<file path="config.mk">
export PLATFORM = sky130hd
export DESIGN_NAME = door_arbiter
export DESIGN_NICKNAME = d
export VERILOG_FILES = /design/src/rtl/door_pkg.sv /design/src/rtl/occupancy_counter.sv /design/src/rtl/door_arbiter.sv
export SDC_FILE = /design/constraint.sdc
export NUM_CORES = 1
export LEC_CHECK = 0
export BUFFER_PORTS_ARGS = -buffer_cell sky130_fd_sc_hd__buf_2
export CAP_MARGIN = 20
export CORE_ASPECT_RATIO = 0.9
export CORE_MARGIN = 1
export CORE_UTILIZATION = 44
export CTS_CLUSTER_SIZE = 12
export DETAILED_ROUTE_END_ITERATION = 6
export GPL_TIMING_DRIVEN = 0
export PLACE_DENSITY = 0.66
export SLEW_MARGIN = 15
export SYNTH_ARGS = -nofsm -noshare
export SYNTH_HDL_FRONTEND = slang
export SYNTH_SLANG_ARGS = --single-unit
</file>
<file path="constraint.sdc">
create_clock -name clock -period 2.4 [get_ports clock]
set_clock_uncertainty 0.2 [all_clocks]
set_input_delay 0.12 -clock clock [delete_from_list [all_inputs] [get_ports clock]]
set_output_delay 0.12 -clock clock [all_outputs]
set_load 0.03 [all_outputs]
</file>
<file path="src/rtl/door_pkg.sv">
// Shared types for the doorway arbiter: FSM state encoding and direction codes.
package door_pkg;

    typedef enum logic [1:0] {
        IDLE  = 2'b00,
        IN    = 2'b01,
        OUT   = 2'b10,
        CLEAR = 2'b11
    } door_state_e;

    localparam logic DIR_ENTRY = 1'b0;
    localparam logic DIR_EXIT  = 1'b1;

endpackage

</file>
<file path="src/rtl/occupancy_counter.sv">
// Up/down occupancy counter that saturates at 0 and CAPACITY, with registered
// full/empty/light flags decoded from the next count.
module occupancy_counter #(
    parameter int CAPACITY = 4,
    parameter int CNT_W    = 3
) (
    input  logic             clock,
    input  logic             reset,
    input  logic             inc,
    input  logic             dec,
    output logic [CNT_W-1:0] count,
    output logic             full,
    output logic             empty,
    output logic             light_on
);

    localparam logic [CNT_W-1:0] CAP_V = CNT_W'(CAPACITY);
    localparam logic [CNT_W-1:0] ONE_V = CNT_W'(1);
    localparam logic [CNT_W-1:0] ZERO_V = {CNT_W{1'b0}};

    logic [CNT_W-1:0] count_d, count_q;
    logic             full_d, full_q;
    logic             empty_d, empty_q;
    logic             light_d, light_q;

    // Next count with saturation guards and flags derived from it.
    always_comb begin
        count_d = count_q;
        if (inc && !dec && (count_q != CAP_V)) begin
            count_d = count_q + ONE_V;
        end else if (dec && !inc && (count_q != ZERO_V)) begin
            count_d = count_q - ONE_V;
        end else begin
            count_d = count_q;
        end
        full_d  = (count_d == CAP_V);
        empty_d = (count_d == ZERO_V);
        light_d = (count_d != ZERO_V);
    end

    // Count and flag registers.
    always_ff @(posedge clock or posedge reset) begin
        if (reset) begin
            count_q <= ZERO_V;
            full_q  <= 1'b0;
            empty_q <= 1'b1;
            light_q <= 1'b0;
        end else begin
            count_q <= count_d;
            full_q  <= full_d;
            empty_q <= empty_d;
            light_q <= light_d;
        end
    end

    assign count    = count_q;
    assign full     = full_q;
    assign empty    = empty_q;
    assign light_on = light_q;

endmodule

</file>
<file path="src/rtl/door_arbiter.sv">
// Doorway arbiter: round-robin grant of one shared door to entry or exit.
// Optional grant abandonment timer enabled by defining DOOR_ARB_TIMEOUT_EN.
module door_arbiter
    import door_pkg::*;
#(
    parameter int CAPACITY = 4,
    parameter int CNT_W    = 3,
    parameter int TIMEOUT  = 8
) (
    input  logic             clock,
    input  logic             reset,
    input  logic             entry_req,
    input  logic             exit_req,
    input  logic             passed,
    output logic             entry_grant,
    output logic             exit_grant,
    output logic             door_unlock,
    output logic             light_on,
    output logic             full,
    output logic             empty,
    output logic [CNT_W-1:0] count
);

    door_state_e state_d, state_q;
    logic        last_dir_d, last_dir_q;
    logic        entry_grant_d, entry_grant_q;
    logic        exit_grant_d, exit_grant_q;
    logic        unlock_d, unlock_q;
    logic        entry_ok, exit_ok, granted, timeout_hit;

`ifdef DOOR_ARB_TIMEOUT_EN
    localparam int TMR_W = $clog2(TIMEOUT + 1);
    localparam logic [TMR_W-1:0] TMR_LAST = TMR_W'(TIMEOUT - 1);
    localparam logic [TMR_W-1:0] TMR_ONE  = TMR_W'(1);
    logic [TMR_W-1:0] timer_d, timer_q;
`endif

    // Next-state, arbitration and registered-output decode.
    always_comb begin
        state_d    = state_q;
        last_dir_d = last_dir_q;
        entry_ok   = entry_req && !full;
        exit_ok    = exit_req && !empty;
        granted    = (state_q == IN) || (state_q == OUT);
`ifdef DOOR_ARB_TIMEOUT_EN
        timeout_hit = granted && (timer_q == TMR_LAST);
`else
        timeout_hit = 1'b0;
`endif
        case (state_q)
            IDLE: begin
                // On a tie the direction not served last time wins.
                if (entry_ok && (!exit_ok || (last_dir_q == DIR_EXIT))) begin
                    state_d    = IN;
                    last_dir_d = DIR_ENTRY;
                end else if (exit_ok) begin
                    state_d    = OUT;
                    last_dir_d = DIR_EXIT;
                end else begin
                    state_d = IDLE;
                end
            end
            IN, OUT: begin
                if (passed || timeout_hit) begin
                    state_d = CLEAR;
                end else begin
                    state_d = state_q;
                end
            end
            CLEAR:   state_d = IDLE;
            default: state_d = IDLE;
        endcase
        entry_grant_d = (state_d == IN);
        exit_grant_d  = (state_d == OUT);
        unlock_d      = (state_d == IN) || (state_d == OUT);
`ifdef DOOR_ARB_TIMEOUT_EN
        if (granted && (state_d == state_q)) begin
            timer_d = timer_q + TMR_ONE;
        end else begin
            timer_d = {TMR_W{1'b0}};
        end
`endif
    end

    // FSM state, arbitration history, timer and output registers.
    always_ff @(posedge clock or posedge reset) begin
        if (reset) begin
            state_q       <= IDLE;
            last_dir_q    <= DIR_EXIT;
            entry_grant_q <= 1'b0;
            exit_grant_q  <= 1'b0;
            unlock_q      <= 1'b0;
`ifdef DOOR_ARB_TIMEOUT_EN
            timer_q       <= {TMR_W{1'b0}};
`endif
        end else begin
            state_q       <= state_d;
            last_dir_q    <= last_dir_d;
            entry_grant_q <= entry_grant_d;
            exit_grant_q  <= exit_grant_d;
            unlock_q      <= unlock_d;
`ifdef DOOR_ARB_TIMEOUT_EN
            timer_q       <= timer_d;
`endif
        end
    end

    occupancy_counter #(
        .CAPACITY (CAPACITY),
        .CNT_W    (CNT_W)
    ) u_counter (
        .clock    (clock),
        .reset    (reset),
        .inc      ((state_q == IN) && passed),
        .dec      ((state_q == OUT) && passed),
        .count    (count),
        .full     (full),
        .empty    (empty),
        .light_on (light_on)
    );

    assign entry_grant = entry_grant_q;
    assign exit_grant  = exit_grant_q;
    assign door_unlock = unlock_q;

endmodule

</file>
# Yosys cells after proc, flatten, opt, wreduce, memory -nomap -nowiden
# Cells that the tools add are included.
# totals
elab_cells	49
regBits	12
input_bits	5
# classes
eq_ne	7
muxes	8
reduce_logical	23
add_sub_neg	2
# op_table
cell	n
logical AND 1 bit	9
equality test 2 bit, second input constant	3
2-to-1 mux 2 bit	3
2-to-1 mux 3 bit	2
case mux 2 bit (3 select lines)	1
nonzero test 3 bit	2
zero test 1 bit	5
equality test 2 x 1 -> 1 bit, second input constant	2
adder 3 x 1 -> 3 bit, second input constant	1
equality test 3 bit, second input constant	1
zero test 3 bit	1
!= test 3 bit, second input constant	1
subtractor 3 x 1 -> 3 bit, second input constant	1
zero test 2 bit	1
logical OR 1 bit	2
2-to-1 mux 1 bit	2
AND reduction 2 bit	1
nonzero test 2 bit	1
OR reduction 2 bit	1

# Longest topological paths before layout
# depth
ltp_word	9
mapped_depth	6

# Hierarchy
# A second synthesis with hierarchy kept.
# hier_totals
hier_cells	72
area_unflattened_um2	767.0
# by_module_without_submodules
mod	seq_area_each_um2	area_each_um2	cells_each	n_inst
occupancy_counter	151.4	412.9	41	1
door_arbiter	151.4	354.1	31	1

# Least setup slack after synthesis
# OpenSTA, ideal clock, no wires.
# synth_timing
kind	register to register
startpoint	register u_counter.count_q[0] (netlist: u_counter.count[0])
endpoint	register u_counter.light_q (netlist: u_counter.light_on)
stages_incl_launch_ff	7
setup_time_ns	0.134
arrival_ns	1.780
required_time_ns	2.066
setup_slack_ns	0.286
cell_sequence	dfrtp_1 > inv_1 > ha_1 > nor2b_1 > nor3_1 > a22oi_1 > o2bb2ai_1
# synth_via
elab_chain_cells	5
word_cells_on_any_way	9
# synth_lines
element	line	text
start: declaration	occupancy_counter.sv:21	logic [CNT_W-1:0] count_d, count_q;
start signal: assignment	occupancy_counter.sv:49	count_q <= count_d;
branches (longest 3 deep; another with subtractor 3 x 1 -> 3 bit)	-	
2-to-1 mux 3 bit *	occupancy_counter.sv:29	if (inc && !dec && (count_q != CAP_V)) begin
nonzero test 3 bit *	occupancy_counter.sv:38	light_d = (count_d != ZERO_V);
net u_counter.light_d	occupancy_counter.sv:24	logic light_d, light_q;
end signal: assignment	occupancy_counter.sv:52	light_q <= light_d;
end: declaration	occupancy_counter.sv:24	
# Mark *: on every way through the listed nets, which the timed path passes.
# A chain may end at the register's enable or synchronous reset.

# Worst setup path after layout
# layout_timing
startpoint	register u_counter.count_q[0] (netlist: u_counter.count[0])
endpoint	register u_counter.full_q (netlist: u_counter.full)
# layout_via
elab_chain_cells	5
word_cells_on_any_way	9
# layout_lines
element	line	text
branches (longest 3 deep; another with subtractor 3 x 1 -> 3 bit)	-	
2-to-1 mux 3 bit *	occupancy_counter.sv:29	
equality test 3 bit *	occupancy_counter.sv:36	full_d = (count_d == CAP_V);
net u_counter.full_d	occupancy_counter.sv:22	logic full_d, full_q;
end signal: assignment	occupancy_counter.sv:50	full_q <= full_d;
end: declaration	occupancy_counter.sv:22	
# Marks and branches as above.

==> run_results.csv <==
group,metric,value,unit
final_layout,fin_cells,98,
pwr,p_comb_share,54.4,%
min_path,hold_class,"input port to register",
pwr,switching_share,44.7,%
synthesis,synth-seq-cells,12,
timing,finalHoldViolCount,0,
route,drcViolationCount,1,
timing,post-route-period-util,89.4,%
placed_design,dp_cells,92,
clock_network,cts_root_buf,"clkbuf_4",
setup_path,slowest_stage,"nor3_1",
clock_network,ctsResizeCount,0,
pwr,power.static_leakage,0.000401,uW
clock_network,cts_tree,"done",
clock_network,clk_latency,270,ps
clock_network,postCtsHoldBufs,2,
clock_network,cts_made_buffers,3,
setup_path,worstPathCellList,"inv_1 -> ha_1 -> nor2b_1 -> nor3_1 -> a22oi_1 -> a211oi_2",
setup_path,arrival,2130,ps
pwr,power_density,1380,nW/um^2
timing,timing.fmax,0.466,GHz
synthesis,seq_area_frac_synth,43.7,%
route,final_antenna_net_count,0,
final_layout,nets,98,
die,ios,14,
final_layout,fillers,122,
route,wirelength,1160,um
setup_path,crit_fanout,6,
die,die-area,1740,sq um
placed_design,io_buffers,13,
setup_path,cpPeakStageDelay,450,ps
timing,finalSetupViolations,0,
final_layout,mostFrequentLayoutCell,"buf_2",
placed_design,place_worst_setup_slack,251,ps
placed_design,hpwl,916,um
pwr,seqPwrFrac,31.9,%
synthesis,ys_async_sr_fraction,100,%
synthesis,synth_edf_count,0,
setup_path,cp-end-kind,"register",
pwr,p_sw,515,uW
grt,grt_usage,15.3,%
grt,grt_pass1_vias,450,
setup_path,cp.required,2380,ps
die,rows,13,
pwr,power.total,1150,uW
timing,tns,0,ps
clock_network,cts_max_level,1,
final_layout,drive_above_1_share,30.1,%
route,wire_per_inst,11.9,um
die,die_w,43.8,um
timing,worst_pin_slew,513,ps
grt,antenna_found_initial,0,
synthesis,synth_cell_types,28,
route,vias_per_cell,5.30,
setup_path,crit_path_start_kind,"register",
synthesis,syn_area_per_cell,10.8,sq um
synthesis,synth_largest_area_cell,"dfrtp_1",
synthesis,syn_area,693,sq um
route,vias,519,
timing,timing.final.crit_period,2150,ps
final_layout,layout_common_cells,"13 x buf_2, 10 x dfrtp_1, 9 x ha_1",
pwr,p_clk_share,13.8,%
final_layout,utilization,56.9,%
final_layout,layout.area.seq,303,sq um
route,dr.pass1.iters,5,
timing,rsz0062_at_grt,"no",
run_status,outcome,"finished, violations left",
grt,grt_max_degree,13,
clock_network,cts.clk_slew.worst_paths,70,ps
synthesis,yosys-top-cells-area,"dfrtp_1 36%, ha_1 16%, dfstp_2 7.6%, inv_1 3.8%, o21ai_0 2.9%",
synthesis,synth_cells,64,
flow_run,cap_viol_max_count,0,
run_status,violations,"design-rule violations",
final_layout,syn_to_final_growth,20.2,%
route,drtIter0Drc,6,
clock_network,cts_num_sinks,12,
final_layout,num_antenna_cells,0,
die,start_util,47.4,%
setup_path,path_class,"register to register",
clock_network,clockBufferDepth,2,
die,die_h,39.7,um
pwr,vdd_ir_drop_max,0.728,mV
grt,grt-ovfl-total,0,
timing,worst_slack,254,ps
synthesis,yosysWarnings,0,
synthesis,synth_ff_type,"dfrtp_1",
die,coreArea,1460,sq um
placed_design,gp_congestion,0.756,
final_layout,multiInputGateArea,364,sq um
grt,grt_pass1_wl,1840,um
timing,drv_slew,0,
synthesis,synthDominantCellAreaShare,36.1,%
clock_network,postCtsSetupRepairBufs,0,
synthesis,synth.net_count,78,
pwr,p_int,638,uW
timing,max_slew_margin,65.5,%
-- stage by stage --
| stage | area [sq um] | hold slack [ps] |
|---|---|---|
| 2_1_floorplan | 693 | -217 |
| 3_3_place_gp | 777 | -56.8 |
| 3_5_place_dp | 777 | -52.7 |
| 4_1_cts | 833 | 54.8 |
| 5_1_grt | 833 | 89.9 |
| 6_report | 833 | 67.6 |
-- area by class of cell --
cell class	instances	share of cell area (%)
Sequential cell	12	36.3
Clock buffer	4	4.35
Timing Repair Buffer	15	10.2
Inverter	7	3.15
Multi-Input combinational cell	45	43.7
Tap cell	15	2.25
-- power groups by stage --
| stage | clock network (uW) | logic (uW) | registers, uW |
|---|---|---|---|
| floorplan | 0 | 359 | 491 |
| global placement | 0 | 615 | 367 |
| detailed placement | 0 | 625 | 372 |
| CTS | 167 | 631 | 367 |
| global route | 174 | 689 | 382 |
| finish | 158 | 626 | 368 |
-- synthesized netlist by cell type, drive strengths merged (2+ instances only) --
| library cell | instances |
|---|---|
| dfrtp | 10 |
| ha | 9 |
| inv | 7 |
| nor2 | 4 |
| o21ai | 4 |
| nand2 | 3 |
| nor2b | 3 |
| dfstp | 2 |
| nand3 | 2 |
| nor3 | 2 |
| o21a | 2 |
-- cell families (layout without fill, tap and decap cells) --
| logic type | Yosys count | count (layout) | share of synthesized area (%) |
|---|---|---|---|
| flip-flops | 12 | 12 | 43.7 |
| multiplexers | 1 | 1 | 1.62 |
| buffers and inverters | 7 | 26 | 3.79 |
| XOR/XNOR | 1 | 1 | 1.26 |
| AND/OR/NAND/NOR | 20 | 20 | 18.8 |
| AO/OA/AOI/OAI | 14 | 14 | 14.6 |
| adder cells (fa/ha/maj) | 9 | 9 | 16.2 |
-- worst max-delay path: cells and delay by family, from the launching register on --
family / cells / cell delay [ps]
AO/OA/AOI/OAI: 2 / 500
adder cells (fa/ha/maj): 1 / 230
buffers and inverters: 1 / 110
flip-flops: 1 / 430
AND/OR/NAND/NOR: 2 / 600
-- worst paths after layout --
kind / startpoint / end / slack, ps / cells past startpoint
max: u_counter.count[0]$_DFF_PP0_ / u_counter.full$_DFF_PP0_ / 250 / 6
min: exit_req / last_dir_q$_DFFE_PP1P_ / 70 / 4
max reg2reg: u_counter.count[0]$_DFF_PP0_ / u_counter.full$_DFF_PP0_ / 250 / 6
min reg2reg: last_dir_q$_DFFE_PP1P_ / last_dir_q$_DFFE_PP1P_ / 330 / 2
max in group asynchronous: reset / u_counter.empty$_DFF_PP1_ / 1480 / 3
min in group asynchronous: reset / state_q[0]$_DFF_PP0_ / 180 / 3
-- routing by layer --
metal  vias up  wire, um  part of all wire [%]  GRT usage (%)
met5         -         0                     0              0
met1       244       501                    43           15.0
met3         2        63                   5.4           5.53
met2        12       591                    51           30.2
met4         0         6                  0.52           4.69
li1        261         -                     -              -
-- state kept, by name, summed over array words and instances, names as in the netlist --
name                count
u_counter.count         3
last_dir_q              1
u_counter.empty         1
door_unlock             1
state_q                 2
entry_grant             1
u_counter.light_on      1
exit_grant              1
u_counter.full          1
Note: power is estimated with default switching activity, not from simulation.
